$ cat src/rtl/ysyx_22040750_axi_arbiter.sv
// ysyx_22040750_axi_arbiter
// Two-requester AXI arbiter: icache (read only) and dcache (read + write)
// share one AXI master port. Independent read and write engines; dcache
// reads are held off while a dcache write is in flight.
// Build option: define YSYX_22040750_ARB_RR_EN for round-robin on
// simultaneous reads; otherwise dcache has fixed priority over icache.

module ysyx_22040750_axi_arbiter #(
  parameter int ADDR_W = 32,
  parameter int DATA_W = 64
) (
  input  logic              I_clk,
  input  logic              I_rst,

  // icache read requester
  input  logic              I_icache_arvalid,
  input  logic [ADDR_W-1:0] I_icache_araddr,
  input  logic [7:0]        I_icache_arlen,
  input  logic [2:0]        I_icache_arsize,
  output logic              O_icache_arready,
  output logic              O_icache_rvalid,
  output logic [DATA_W-1:0] O_icache_rdata,
  output logic              O_icache_rlast,
  input  logic              I_icache_rready,

  // dcache read requester
  input  logic              I_dcache_arvalid,
  input  logic [ADDR_W-1:0] I_dcache_araddr,
  input  logic [7:0]        I_dcache_arlen,
  input  logic [2:0]        I_dcache_arsize,
  output logic              O_dcache_arready,
  output logic              O_dcache_rvalid,
  output logic [DATA_W-1:0] O_dcache_rdata,
  output logic              O_dcache_rlast,
  input  logic              I_dcache_rready,

  // dcache write requester
  input  logic              I_dcache_awvalid,
  input  logic [ADDR_W-1:0] I_dcache_awaddr,
  input  logic [7:0]        I_dcache_awlen,
  input  logic [2:0]        I_dcache_awsize,
  output logic              O_dcache_awready,
  input  logic              I_dcache_wvalid,
  input  logic [DATA_W-1:0] I_dcache_wdata,
  input  logic [7:0]        I_dcache_wstrb,
  input  logic              I_dcache_wlast,
  output logic              O_dcache_wready,
  output logic              O_dcache_bvalid,
  input  logic              I_dcache_bready,

  // AXI master: read address / data
  output logic              O_mem_arvalid,
  output logic [ADDR_W-1:0] O_mem_araddr,
  output logic [7:0]        O_mem_arlen,
  output logic [2:0]        O_mem_arsize,
  output logic [3:0]        O_mem_arid,
  output logic [1:0]        O_mem_arburst,
  input  logic              I_mem_arready,
  input  logic              I_mem_rvalid,
  input  logic [DATA_W-1:0] I_mem_rdata,
  input  logic              I_mem_rlast,
  output logic              O_mem_rready,

  // AXI master: write address / data / response
  output logic              O_mem_awvalid,
  output logic [ADDR_W-1:0] O_mem_awaddr,
  output logic [7:0]        O_mem_awlen,
  output logic [2:0]        O_mem_awsize,
  output logic [3:0]        O_mem_awid,
  output logic [1:0]        O_mem_awburst,
  input  logic              I_mem_awready,
  output logic              O_mem_wvalid,
  output logic [DATA_W-1:0] O_mem_wdata,
  output logic [7:0]        O_mem_wstrb,
  output logic              O_mem_wlast,
  input  logic              I_mem_wready,
  input  logic              I_mem_bvalid,
  output logic              O_mem_bready
);

  typedef enum logic [1:0] {R_IDLE, R_ADDR, R_DATA} rd_state_t;
  typedef enum logic [1:0] {W_IDLE, W_ADDR, W_DATA, W_RESP} wr_state_t;

  rd_state_t         r_rstate;
  wr_state_t         r_wstate;
  logic              r_rgnt;       // 0 = icache, 1 = dcache
  logic              r_rst_hold;   // high for the cycle right after reset
  logic [ADDR_W-1:0] r_araddr;
  logic [7:0]        r_arlen;
  logic [2:0]        r_arsize;
  logic [ADDR_W-1:0] r_awaddr;
  logic [7:0]        r_awlen;
  logic [2:0]        r_awsize;

  logic w_i_elig;
  logic w_d_elig;
  logic w_gnt_i;
  logic w_gnt_d;
  logic w_awgnt;
  logic w_rd_data;
  logic w_mem_rready;
  logic w_r_done;
  logic w_wr_data;
  logic w_wr_resp;

`ifdef YSYX_22040750_ARB_RR_EN
  logic r_rr_ptr;                  // 1 = icache wins the next tie

  // Round-robin pointer: after a burst completes, the other requester wins ties
  always_ff @(posedge I_clk) begin
    if (I_rst) begin
      r_rr_ptr <= 1'b0;
    end else if (w_r_done) begin
      r_rr_ptr <= r_rgnt;
    end
  end
`endif

  // No grants in the first cycle after reset so every valid/ready output is low
  always_ff @(posedge I_clk) begin
    r_rst_hold <= I_rst;
  end

  // Read grant decision; a grant is also the requester's AR handshake
  always_comb begin
    w_i_elig = I_icache_arvalid;
    w_d_elig = I_dcache_arvalid && (r_wstate == W_IDLE);
    w_gnt_i  = 1'b0;
    w_gnt_d  = 1'b0;
    if ((r_rstate == R_IDLE) && !r_rst_hold) begin
      if (w_i_elig && w_d_elig) begin
`ifdef YSYX_22040750_ARB_RR_EN
        w_gnt_i = r_rr_ptr;
        w_gnt_d = !r_rr_ptr;
`else
        w_gnt_d = 1'b1;
`endif
      end else begin
        w_gnt_i = w_i_elig;
        w_gnt_d = w_d_elig;
      end
    end
  end

  assign w_rd_data    = (r_rstate == R_DATA);
  assign w_mem_rready = w_rd_data && (r_rgnt ? I_dcache_rready : I_icache_rready);
  assign w_r_done     = w_rd_data && I_mem_rvalid && w_mem_rready && I_mem_rlast;

  // Read FSM: latch granted request, issue AR, stream R to the grantee
  always_ff @(posedge I_clk) begin
    if (I_rst) begin
      r_rstate <= R_IDLE;
      r_rgnt   <= 1'b0;
      r_araddr <= '0;
      r_arlen  <= '0;
      r_arsize <= '0;
    end else begin
      case (r_rstate)
        R_IDLE: begin
          if (w_gnt_d) begin
            r_rgnt   <= 1'b1;
            r_araddr <= I_dcache_araddr;
            r_arlen  <= I_dcache_arlen;
            r_arsize <= I_dcache_arsize;
            r_rstate <= R_ADDR;
          end else if (w_gnt_i) begin
            r_rgnt   <= 1'b0;
            r_araddr <= I_icache_araddr;
            r_arlen  <= I_icache_arlen;
            r_arsize <= I_icache_arsize;
            r_rstate <= R_ADDR;
          end
        end
        R_ADDR: begin
          if (I_mem_arready) begin
            r_rstate <= R_DATA;
          end
        end
        R_DATA: begin
          if (w_r_done) begin
            r_rstate <= R_IDLE;
          end
        end
        default: r_rstate <= R_IDLE;
      endcase
    end
  end

  assign w_awgnt   = (r_wstate == W_IDLE) && I_dcache_awvalid && !r_rst_hold;
  assign w_wr_data = (r_wstate == W_DATA);
  assign w_wr_resp = (r_wstate == W_RESP);

  // Write FSM: latch AW, issue AW, pass W through, pass B back
  always_ff @(posedge I_clk) begin
    if (I_rst) begin
      r_wstate <= W_IDLE;
      r_awaddr <= '0;
      r_awlen  <= '0;
      r_awsize <= '0;
    end else begin
      case (r_wstate)
        W_IDLE: begin
          if (w_awgnt) begin
            r_awaddr <= I_dcache_awaddr;
            r_awlen  <= I_dcache_awlen;
            r_awsize <= I_dcache_awsize;
            r_wstate <= W_ADDR;
          end
        end
        W_ADDR: begin
          if (I_mem_awready) begin
            r_wstate <= W_DATA;
          end
        end
        W_DATA: begin
          if (I_dcache_wvalid && I_mem_wready && I_dcache_wlast) begin
            r_wstate <= W_RESP;
          end
        end
        W_RESP: begin
          if (I_mem_bvalid && I_dcache_bready) begin
            r_wstate <= W_IDLE;
          end
        end
        default: r_wstate <= W_IDLE;
      endcase
    end
  end

  // Requester-side read outputs
  assign O_icache_arready = w_gnt_i;
  assign O_dcache_arready = w_gnt_d;
  assign O_icache_rvalid  = w_rd_data && !r_rgnt && I_mem_rvalid;
  assign O_icache_rdata   = (w_rd_data && !r_rgnt) ? I_mem_rdata : '0;
  assign O_icache_rlast   = w_rd_data && !r_rgnt && I_mem_rlast;
  assign O_dcache_rvalid  = w_rd_data && r_rgnt && I_mem_rvalid;
  assign O_dcache_rdata   = (w_rd_data && r_rgnt) ? I_mem_rdata : '0;
  assign O_dcache_rlast   = w_rd_data && r_rgnt && I_mem_rlast;

  // Master-side read outputs
  assign O_mem_arvalid = (r_rstate == R_ADDR);
  assign O_mem_araddr  = (r_rstate == R_ADDR) ? r_araddr : '0;
  assign O_mem_arlen   = (r_rstate == R_ADDR) ? r_arlen  : '0;
  assign O_mem_arsize  = (r_rstate == R_ADDR) ? r_arsize : '0;
  assign O_mem_arid    = '0;
  assign O_mem_arburst = 2'b01;
  assign O_mem_rready  = w_mem_rready;

  // Write-side outputs
  assign O_dcache_awready = w_awgnt;
  assign O_dcache_wready  = w_wr_data && I_mem_wready;
  assign O_dcache_bvalid  = w_wr_resp && I_mem_bvalid;
  assign O_mem_awvalid    = (r_wstate == W_ADDR);
  assign O_mem_awaddr     = (r_wstate == W_ADDR) ? r_awaddr : '0;
  assign O_mem_awlen      = (r_wstate == W_ADDR) ? r_awlen  : '0;
  assign O_mem_awsize     = (r_wstate == W_ADDR) ? r_awsize : '0;
  assign O_mem_awid       = '0;
  assign O_mem_awburst    = 2'b01;
  assign O_mem_wvalid     = w_wr_data && I_dcache_wvalid;
  assign O_mem_wdata      = w_wr_data ? I_dcache_wdata : '0;
  assign O_mem_wstrb      = w_wr_data ? I_dcache_wstrb : '0;
  assign O_mem_wlast      = w_wr_data && I_dcache_wlast;
  assign O_mem_bready     = w_wr_resp && I_dcache_bready;

endmodule
$ cat config.mk
export PLATFORM = sky130hd
export DESIGN_NAME = ysyx_22040750_axi_arbiter
export DESIGN_NICKNAME = d
export VERILOG_FILES = /design/src/rtl/ysyx_22040750_axi_arbiter.sv
export SDC_FILE = /design/constraint.sdc
export NUM_CORES = 1
export LEC_CHECK = 0
export ABC_AREA = 1
export CAP_MARGIN = 15
export CORE_AREA = 2 2 228 230
export DETAILED_ROUTE_END_ITERATION = 16
export DIE_AREA = 0 0 230 232
export GPL_TIMING_DRIVEN = 0
export PLACE_DENSITY = 0.45
export RECOVER_POWER = 100
export SLEW_MARGIN = 20
export SYNTH_ARGS = -nofsm -noshare
export SYNTH_HDL_FRONTEND = slang
export SYNTH_SLANG_ARGS = --single-unit
$ cat constraint.sdc
create_clock -name I_clk -period 4.9 [get_ports I_clk]
set_clock_uncertainty 0.05 [all_clocks]
set_input_delay 0.735 -clock I_clk [delete_from_list [all_inputs] [get_ports I_clk]]
set_output_delay 0.735 -clock I_clk [all_outputs]
set_load 0.02 [all_outputs]
; ---- Word-level counts from Yosys, hierarchy flattened
; Index checks and enable logic that the tools add are counted.
[totals]
wordCells = 87
output_inout_bits = 313
reg_bits = 92
[op_classes]
reduce_logical = 32
n_eq_ne = 12
n_mux = 33
[op_table]
columns = cell, n
row1 = 2-to-1 mux 64 bit, 3
row2 = 2-to-1 mux 32 bit, 4
row3 = 2-to-1 mux 8 bit, 5
row4 = logical AND 1 bit, 23
row5 = 2-to-1 mux 2 bit, 8
row6 = 2-to-1 mux 3 bit, 4
row7 = "!= test 2 x 1 -> 1 bit, second input constant", 5
row8 = case mux 2 bit (4 select lines), 1
row9 = 2-to-1 mux 1 bit, 7
row10 = "equality test 2 bit, second input constant", 3
row11 = case mux 2 bit (3 select lines), 1
row12 = "equality test 2 x 1 -> 1 bit, second input constant", 2
row13 = logical NOT 2 bit, 2
row14 = AND reduction 2 bit, 2
row15 = AND reduction 4 bit, 1
row16 = "!= test 3 bit, second input constant", 1
row17 = AND reduction 3 bit, 1
row18 = logical NOT 1 bit, 2
row19 = "!= test 2 bit, second input constant", 1
row20 = nonzero test 2 bit, 1

; ---- Longest topological paths before layout
; Gate-level depths: netlist of the first run.
[logic_depth]
word_depth = 8
mapped_depth = 10
depth_no_buf = 9

; ---- Worst setup path after synthesis of the first run
; OpenSTA, ideal clock, no wires.
[synth_path]
kind = reg2out
start = register r_wstate[1]
end = output O_mem_awaddr[0]
path_slack_ns = 2.682
t_required_ns = 4.115
path_buffers = 2
path_stages_with_launch = 7
arrival_ns = 1.433
cell_sequence = dfxtp_1 inv_1 ha_1 clkbuf_1 clkbuf_1 nand2_1 inv_1
[synth_between]
elab_chain_len = 2
[synth_lines]
columns = element, line_no
row1 = "start, declared", 85  ; wr_state_t r_wstate;
row2 = "start signal, assigned", 196  ; r_wstate <= W_IDLE;
row3 = "start signal, assigned", 207  ; r_wstate <= W_ADDR;
row4 = "start signal, assigned", 212  ; r_wstate <= W_DATA;
row5 = equality test 2 x 1 -> 1 bit, --
row6 = named net O_mem_awvalid, 65  ; output logic O_mem_awvalid,
row7 = 2-to-1 mux 32 bit, 254  ; assign O_mem_awaddr = (r_wstate == W_ADDR) ? r_awaddr : '0;
row8 = "end, declared", 66  ; output logic [ADDR_W-1:0] O_mem_awaddr,
; The timed path passes the listed nets, and every way through them passes these cells.

; ---- Worst setup path after layout of the first run
[layout_path]
start = input I_dcache_arvalid
end = output O_dcache_arready
[layout_between]
elab_chain_len = 4
[layout_lines]
columns = element, line_no
row1 = "start, declared", 27  ; input logic I_dcache_arvalid,
row2 = logical AND 1 bit *, 127  ; w_d_elig = I_dcache_arvalid && (r_wstate == W_IDLE);
row3 = logical AND 1 bit, 131  ; if (w_i_elig && w_d_elig) begin
row4 = 2-to-1 mux 1 bit *, 131
row5 = 2-to-1 mux 1 bit *, 130  ; if ((r_rstate == R_IDLE) && !r_rst_hold) begin
row6 = "end, declared", 31  ; output logic O_dcache_arready,
; Mark *: on every way between the ends. The rest lies on a longest branch, timed or not.

==> results.sh, run 1 <==
export IMPL_period_share_pct=82.8
export IMPL_synth_area_leader_cell="dfxtp_1"
export IMPL_gp_congestion=0.855
export IMPL_fp_dieW_um=230
export IMPL_finalCoreUtilization_pct=25.6
export IMPL_critPathKind="in -> out"
export IMPL_path_clk_slew_ns=0.06
export IMPL_nets=2036
export IMPL_vias=8364
export IMPL_grt_overflow=0
export IMPL_syn_avg_cell_area_um2=5.29
export IMPL_hold_violations=0
export IMPL_grt_usage_pct=12.9
export IMPL_final_antenna_net_count=0
export IMPL_grt_max_degree=17
export IMPL_crit_path_start="I_dcache_arvalid"
export IMPL_crit_buf_inv=3
export IMPL_synth_top_area_share_pct=30.3
export IMPL_synth_seq_area_share_pct=30.3
export IMPL_hpwlAfterDp_um=31400
export IMPL_netlist_area_mm2=0.00608
export IMPL_crit_path_max_incr_delay_ns=0.81
export IMPL_drcViolationCount=0
export IMPL_synth_ff_type="dfxtp_1"
export IMPL_synth_cell_types=23
export IMPL_critPathTopFamily="buffers and inverters"
export IMPL_worst_hold_path_type="reg -> reg"
export IMPL_status="completed"
export IMPL_core_area_mm2=0.0509
export IMPL_ys_top_cells_by_area="dfxtp_1, nor2_1, nand2_1, inv_1, o21ai_0"
export IMPL_yosysMostFrequentCell="nor2_1"
export IMPL_port_buffer_count=581
export IMPL_hp_start="r_awlen[5]"
export IMPL_report_final_slew_viol_count=0
export IMPL_cts_buffers=9
export IMPL_ys_ff_latch=92
export IMPL_worst_slew_pin_transition_ns=1.05
export IMPL_tns_ns=0
export IMPL_rr_startpoint="r_wstate[0]"
export IMPL_clock_latency_ns=0.36
export IMPL_yosys_warnings=0
export IMPL_cts_root_buf="clkbuf_16"
export IMPL_die_y_um=232
export IMPL_p_leak_nw=7.22
export IMPL_synthArstFlopShare_pct=0
export IMPL_post_cts_resized=0
export IMPL_initial_core_util_pct=11.9
export IMPL_arrival_ns=3.27
export IMPL_antenna_found_initial=5
export IMPL_dp_cells=2419
export IMPL_yosys_top_cells_count="nor2_1, nand2_1, inv_1, dfxtp_1, o21ai_0"
export IMPL_fill_cells=5763
export IMPL_synthCells=1148
export IMPL_power_density_mw_per_mm2=253
export IMPL_drtIter0Drc=358
export IMPL_cts_hold_buf=0
export IMPL_drive_above_1_share_pct=2.39
export IMPL_grt_pass1_vias=8002
export IMPL_drv_cap=0
export IMPL_multi_input_area_mm2=0.00297
export IMPL_irDropWorstVdd_mv=0.159
export IMPL_crit_path_start_kind="input port"
export IMPL_cts_sinks=92
export IMPL_synthToLayoutAreaGrowth_pct=114
export IMPL_fin_crit_ns=4.06
export IMPL_htreeDepth=3
export IMPL_drtPass1Iterations=4
export IMPL_routed_wl_um=36400
export IMPL_postCtsSetupBuffers=0
export IMPL_synth_edf_count=0
export IMPL_wl_per_cell_um=14.9
export IMPL_rows=83
export IMPL_crit_path_frequent_cell="dlygate4sd3_1"
export IMPL_grt_pass1_wl_um=51400
export IMPL_cp_slowest_cell="nor2_1"
export IMPL_vias_per_cell=3.43
export IMPL_instances_no_fill=2437
export IMPL_clock_path_buffers=2
export IMPL_cts_tree="built"
export IMPL_cp_end_kind="primary output"
export IMPL_rsz0062_at_grt="false"
export IMPL_finalSetupViolCount=0
export IMPL_slew_limit_headroom_pct=29.6
export IMPL_crit_chain="dlygate4sd3_1 -> nand2_1 -> nor2_1 -> buf_4 -> dlygate4sd3_1"
export IMPL_seqCellArea_mm2=0.00184
export IMPL_required_ns=4.12
export IMPL_io_pins=594
export IMPL_critPathMaxFanout=10
export IMPL_fp_dieArea_mm2=0.0534
export IMPL_max_freq_ghz=0.247
==> through the flow <==
step                      total power, mW  cell area (µm²)  worst slack [ns]  hold WS, ns
final                                3.29            13000             0.844        0.433
after detailed placement             2.75            12800              1.39        0.422
after global routing                 3.56            13000             0.615        0.451
after global placement               2.74            12800              1.39        0.412
after CTS                            3.46            13100              1.25        0.439
after floorplan                      1.87             6110              2.68        0.405
==> cell type report <==
type                            count  area share [%]
Inverter                          246            7.09
Multi-Input combinational cell    744            22.8
Clock buffer                        9            1.73
Antenna cell                        2          0.0384
Sequential cell                    92            14.1
Clock inverter                      7           0.403
Timing Repair Buffer              581            44.6
Buffer                             76            2.67
Tap cell                          680            6.53
==> layout by cell type, fill, tap and decap left out, types with 5 or more instances in the layout <==
cell	n
buf_2	11
conb_1	12
clkbuf_16	9
nand2_1	268
nor2_1	361
o21ai_0	87
clkbuf_1	52
buf_4	13
clkdlybuf4s50_1	286
dlygate4sd3_1	295
dfxtp_1	92
ha_1	5
inv_1	245
==> worst reg2reg max path, cell delays in order, from the launching register on <==
cell and delay (ns):
dfxtp_1 0.38, inv_1 0.10, ha_1 0.25, nand2_1 0.10
inv_1 0.06, nand3_1 0.43, nand2_1 0.45, inv_1 0.35
clkbuf_1 0.44, nor2_1 0.12, nor2_1 0.10
==> path summary, 6_finish.rpt <==
kind,depth (start not counted),to,slack (ns)
setup / recovery,5,O_dcache_arready,0.84
hold reg to reg,2,r_awlen[5],0.43
hold / removal,2,r_awlen[5],0.43
setup reg to reg,10,r_araddr[12],2.02
==> metal layers <==
| layer | routed length (µm) | track usage [%] |
|---|---|---|
| met5 | 23 | 0 |
| met4 | 336 | 2.80 |
| met2 | 16800 | 20.6 |
| met1 | 16800 | 17.0 |
| met3 | 2380 | 3.78 |
==> flip-flops by register name (all words and copies together) (netlist names), 2 cells and up <==
register  flops
r_araddr     32
r_awaddr     32
r_arlen       8
r_awlen       8
r_arsize      3
r_awsize      3
r_rstate      2
r_wstate      2
==> cells by family after synthesis <==
logic type | after synthesis | share of synthesized area (%)
simple gates | 637 | 39.9
flops | 92 | 30.3
compound gates | 90 | 7.45
buf+inv | 322 | 21.2
other cells | 2 | 0.124
fa+ha+maj | 5 | 1.03
==> report_power, final <==
group          leakage, nW  total (mW)  switching, mW  internal [mW]
Clock                0.124       0.673          0.327          0.345
Sequential           0.758       0.964         0.0720          0.892
Combinational         6.33        1.65          0.972          0.682
Note: power is estimated with default switching activity, not from simulation.
==> run 2: changes to the inputs <==
Settings changed: CORE_AREA 2 2 228 230 to 2 2 233 235, DIE_AREA 0 0 230 232 to 0 0 235 237.
Clock period 4.9 ns to 3.4 ns, I/O delays scaled along.
==> results.sh, run 2 (synthesized netlist as in run 1, its figures left out) <==
export IMPL_status="completed"
export IMPL_required_ns=2.84
export IMPL_instances_no_fill=2453
export IMPL_worst_hold_path_type="reg -> reg"
export IMPL_die_y_um=237
export IMPL_largestRegisters="r_araddr: 32 flops, r_awaddr: 32 flops"
export IMPL_fin_crit_ns=3.34
export IMPL_cts_root_buf="clkbuf_16"
export IMPL_crit_chain="inv_1 -> nor2_1 -> nand2_1 -> buf_2 -> buf_1 -> nor2_1 -> clkdlybuf4s50_1"
export IMPL_cp_end_kind="primary output"
export IMPL_rows=85
export IMPL_final_common_cell="clkdlybuf4s50_1"
export IMPL_crit_path_start_kind="register"
export IMPL_fp_dieW_um=235
export IMPL_max_freq_ghz=0.300
export IMPL_routed_wl_um=36900
export IMPL_worst_slew_pin_transition_ns=0.637
export IMPL_grt_usage_pct=12.7
export IMPL_vias=8400
export IMPL_io_pins=594
export IMPL_cts_buffers=9
export IMPL_grt_max_degree=16
export IMPL_report_final_slew_viol_count=0
export IMPL_irDropWorstVdd_mv=0.242
export IMPL_r2r_slack_ns=0.47
export IMPL_port_buffer_count=581
export IMPL_drtIter0Drc=372
export IMPL_p_leak_nw=6.80
export IMPL_final_antenna_net_count=0
export IMPL_critPathTopFamily="buffers and inverters"
export IMPL_clock_path_buffers=2
export IMPL_path_clk_slew_ns=0.07
export IMPL_grt_pass1_wl_um=53800
export IMPL_antenna_found_initial=0
export IMPL_crit_path_max_incr_delay_ns=0.69
export IMPL_cts_sinks=92
export IMPL_finalSetupViolCount=0
export IMPL_clock_latency_ns=0.37
export IMPL_fp_dieArea_mm2=0.0557
export IMPL_gp_congestion=0.916
export IMPL_mostFrequentLayoutCells="clkdlybuf4s50_1, nor2_1, nand2_1"
export IMPL_critPathKind="reg -> out"
export IMPL_worst_slack_ns=0.0614
export IMPL_drtPass1Iterations=4
export IMPL_grt_pass1_vias=8368
export IMPL_seqCellArea_mm2=0.00184
export IMPL_slew_limit_headroom_pct=57.5
export IMPL_drive_above_1_share_pct=2.96
export IMPL_pre_cts_ws_ns=0.334
export IMPL_tns_ns=0
export IMPL_initial_core_util_pct=11.4
export IMPL_arrival_ns=2.78
export IMPL_cp_slowest_cell="clkdlybuf4s50_1"
export IMPL_fill_cells=6016
export IMPL_fin_total_pwr_mw=5.03
export IMPL_crit_buf_inv=4
export IMPL_timing_rr_end="r_arlen[1]"
export IMPL_hold_end="r_awaddr[22]"
export IMPL_wl_per_cell_um=15.1
export IMPL_critPathMaxFanout=10
export IMPL_nets=2036
export IMPL_hp_start="r_awaddr[22]"
export IMPL_rr_startpoint="r_wstate[0]"
export IMPL_htreeDepth=3
export IMPL_hold_depth=2
export IMPL_finalCoreUtilization_pct=24.6
export IMPL_vias_per_cell=3.42
export IMPL_core_area_mm2=0.0533
export IMPL_dp_cells=2435
export IMPL_power_density_mw_per_mm2=383
export IMPL_synthToLayoutAreaGrowth_pct=116
export IMPL_hpwlAfterDp_um=31200
export IMPL_drv_cap=0
export IMPL_drcViolationCount=0
export IMPL_period_share_pct=98.2
export IMPL_hold_violations=0
export IMPL_postCtsSetupBuffers=0
export IMPL_rsz0062_at_grt="true"
export IMPL_multi_input_area_mm2=0.00297
export IMPL_grt_overflow=0
export IMPL_cts_tree="built"
export IMPL_r2r_cells=10
export IMPL_crit_path_frequent_cell="nor2_1"
-- run 2: cell count changes in the layout (fill, tap and decap cells not counted), moves of 2 or more --
cell / before / now
clkdlybuf4s50_1: 286 / 430
bufinv_16: 0 / 2
dlygate4sd3_1: 295 / 151
buf_1: 0 / 6
clkbuf_8: 0 / 2
clkbuf_1: 52 / 38
clkbuf_2: 0 / 7
buf_4: 13 / 15
clkinvlp_4: 4 / 2
-- run 2: how the worst max path moves through the flow --
stage                startpoint            endpoint  slack, ns  cells after the start
2_1_floorplan       r_wstate[1]     O_mem_awaddr[0]       1.41                      6
3_3_place_gp        r_wstate[0]     O_mem_wdata[51]       0.36                      7
3_5_place_dp   I_dcache_awvalid    O_dcache_awready       0.33                      5
4_1_cts             r_rstate[1]  O_dcache_rdata[36]       0.02                      7
5_1_grt             r_rstate[1]  O_dcache_rdata[36]      -0.08                      7
6_report            r_rstate[1]  O_dcache_rdata[38]       0.06                      7
-- run 2: per-stage QoR --
stage	hold slack, ns	cell area (µm²)
detailed placement	0.422	12800
global route	0.459	13100
global placement	0.415	12800
CTS	0.440	13100
floorplan	0.405	6110
finish	0.437	13100
-- run 2: worst min-delay path, delay by kind of cell, from the launching register on --
family	cells	cell delay, ns
simple gates	2	0.13
flops	1	0.33
-- run 2: routing by layer --
layer	vias up	part of all wire [%]	global-route usage, %
li1	4439	-	-
met1	3682	47	17.0
met2	261	46	20.7
met3	18	6.1	3.57
met4	0	0.81	2.05
met5	-	0	0
-- run 2: area by class of cell --
| type | count | area share (%) |
|---|---|---|
| Tap cell | 696 | 6.63 |
| Clock inverter | 5 | 0.638 |
| Inverter | 246 | 7.03 |
| Multi-Input combinational cell | 744 | 22.7 |
| Timing Repair Buffer | 581 | 44.3 |
| Sequential cell | 92 | 14.0 |
| Clock buffer | 11 | 1.92 |
| Antenna cell | 2 | 0.0381 |
| Buffer | 76 | 2.76 |
-- run 2: where the power goes --
part / internal, mW / total [mW] / switching [mW]
clock network: 0.686 / 1.17 / 0.483
registers: 1.29 / 1.39 / 0.105
logic: 1.05 / 2.47 / 1.43
-- run 2: repair_timing --
item	in CTS	in global routing
hold buffers	0	0
endpoints found under the setup margin	18	19
gates resized for setup	1	10
cloned	0	0
==> run 3: changes to the inputs <==
Settings changed: PLACE_DENSITY 0.45 to 0.49.
==> results.sh, run 3 (synthesized netlist as in run 1, its figures left out) <==
export IMPL_antenna_found_initial=2
export IMPL_cp_end_kind="primary output"
export IMPL_fp_dieW_um=235
export IMPL_status="completed"
export IMPL_irDropWorstVdd_mv=0.256
export IMPL_required_ns=2.84
export IMPL_worst_slew_pin_transition_ns=0.711
export IMPL_wl_per_cell_um=14.8
export IMPL_fill_cells=6054
export IMPL_vias_per_cell=3.45
export IMPL_mostFrequentLayoutCells="nor2_1, clkdlybuf4s50_1, nand2_1"
export IMPL_crit_path_start="r_wstate[0]"
export IMPL_p_leak_nw=7.15
export IMPL_largestRegisters="r_araddr: 32 flops, r_awaddr: 32 flops"
export IMPL_port_buffer_count=581
export IMPL_placed_area_mm2=0.0128
export IMPL_routed_wl_um=36400
export IMPL_drcViolationCount=0
export IMPL_hpwlAfterDp_um=31400
export IMPL_grt_pass1_vias=8277
export IMPL_report_final_slew_viol_count=0
export IMPL_crit_path_start_kind="register"
export IMPL_final_common_cell="nor2_1"
export IMPL_gp_congestion=0.886
export IMPL_cts_sinks=92
export IMPL_period_share_pct=95.6
export IMPL_hold_violations=0
export IMPL_io_pins=594
export IMPL_fin_crit_ns=3.25
export IMPL_power_density_mw_per_mm2=377
export IMPL_slew_limit_headroom_pct=52.6
export IMPL_drtPass1Iterations=5
export IMPL_rows=85
export IMPL_core_area_mm2=0.0533
export IMPL_grt_usage_pct=12.5
export IMPL_drv_cap=0
export IMPL_final_antenna_net_count=0
export IMPL_cts_tree="built"
export IMPL_initial_core_util_pct=11.4
export IMPL_path_clk_slew_ns=0.07
export IMPL_nets=2036
export IMPL_cts_root_buf="clkbuf_16"
export IMPL_cts_hold_buf=0
export IMPL_critPathKind="reg -> out"
export IMPL_grt_pass1_wl_um=52300
export IMPL_vias=8460
export IMPL_cts_buffers=9
export IMPL_htreeDepth=3
export IMPL_drive_above_1_share_pct=3.14
export IMPL_grt_overflow=0
export IMPL_synthToLayoutAreaGrowth_pct=116
export IMPL_worst_hold_path_type="reg -> reg"
export IMPL_rr_startpoint="r_wstate[0]"
export IMPL_die_y_um=237
export IMPL_tns_ns=0
export IMPL_grt_max_degree=15
export IMPL_clock_path_buffers=2
export IMPL_clock_latency_ns=0.37
export IMPL_post_route_cell_area_mm2=0.0131
export IMPL_critPathMaxFanout=10
export IMPL_fp_dieArea_mm2=0.0557
export IMPL_drtIter0Drc=334
export IMPL_max_freq_ghz=0.308
export IMPL_arrival_ns=2.69
export IMPL_finalSetupViolCount=0
export IMPL_hp_start="r_awaddr[21]"
export IMPL_fin_total_pwr_mw=4.94
export IMPL_rsz0062_at_grt="false"
run 3: changes by cell type in the layout (fill, tap and decap cells not counted), moves of 3 or more:
cell	delta
dlygate4sd3_1	+101
buf_1	-6
diode_2	+3
clkdlybuf4s50_1	-101
run 3: final cells by class:
type,instances,area (µm²),share of cell area [%]
buffer,76,370,2.82
sequential,92,1840,14.0
timing repair buffer,581,5820,44.3
antenna,5,12.5,0.0954
tap,696,871,6.64
clock inverter,5,78.8,0.601
clock buffer,9,225,1.72
multi-input combinational,744,2980,22.7
inverter,246,923,7.04
run 3: per-layer routing:
metal	wire [µm]	vias to the layer above	GRT usage, %
met4	351	0	2.57
li1	-	4432	-
met1	17300	3741	16.8
met3	2140	14	3.28
met5	0	-	0
met2	16700	273	19.9
run 3: timing repair:
action	CTS	global route
gates resized for setup	5	9
setup buffers	0	0
endpoints found under the setup margin	50	19
run 3: power by group:
| group | switching [mW] | leakage [nW] | internal (mW) |
|---|---|---|---|
| Sequential | 0.106 | 0.758 | 1.29 |
| Clock | 0.452 | 0.151 | 0.634 |
| Combinational | 1.45 | 6.24 | 1.01 |
| Total | 2.01 | 7.15 | 2.93 |
run 3: path summary, 6_finish.rpt:
path,slack (ns),to,depth (start not counted)
max,0.15,O_mem_wdata[13],6
min reg2reg,0.44,r_awaddr[21],2
min,0.44,r_awaddr[21],2
max reg2reg,0.51,r_araddr[31],10
run 3: through the flow:
step	hold WS, ns	std cells	setup WS [ns]	utilization, %
2_1_floorplan	0.405	1158	1.41	-
3_3_place_gp	0.417	2435	0.100	24.0
3_5_place_dp	0.426	2435	0.0245	24.0
4_1_cts	0.442	2449	0.0229	24.6
5_1_grt	0.464	2449	0.00654	24.6
6_report	0.439	2454	0.148	24.6
run 3: critical path: stages, from the launching register on:
cell             delay, ns
dfxtp_1               0.34
inv_1                 0.11
ha_1                  0.32
clkbuf_1              0.52
nand2_1               0.29
inv_1                 0.12
clkdlybuf4s50_1       0.61
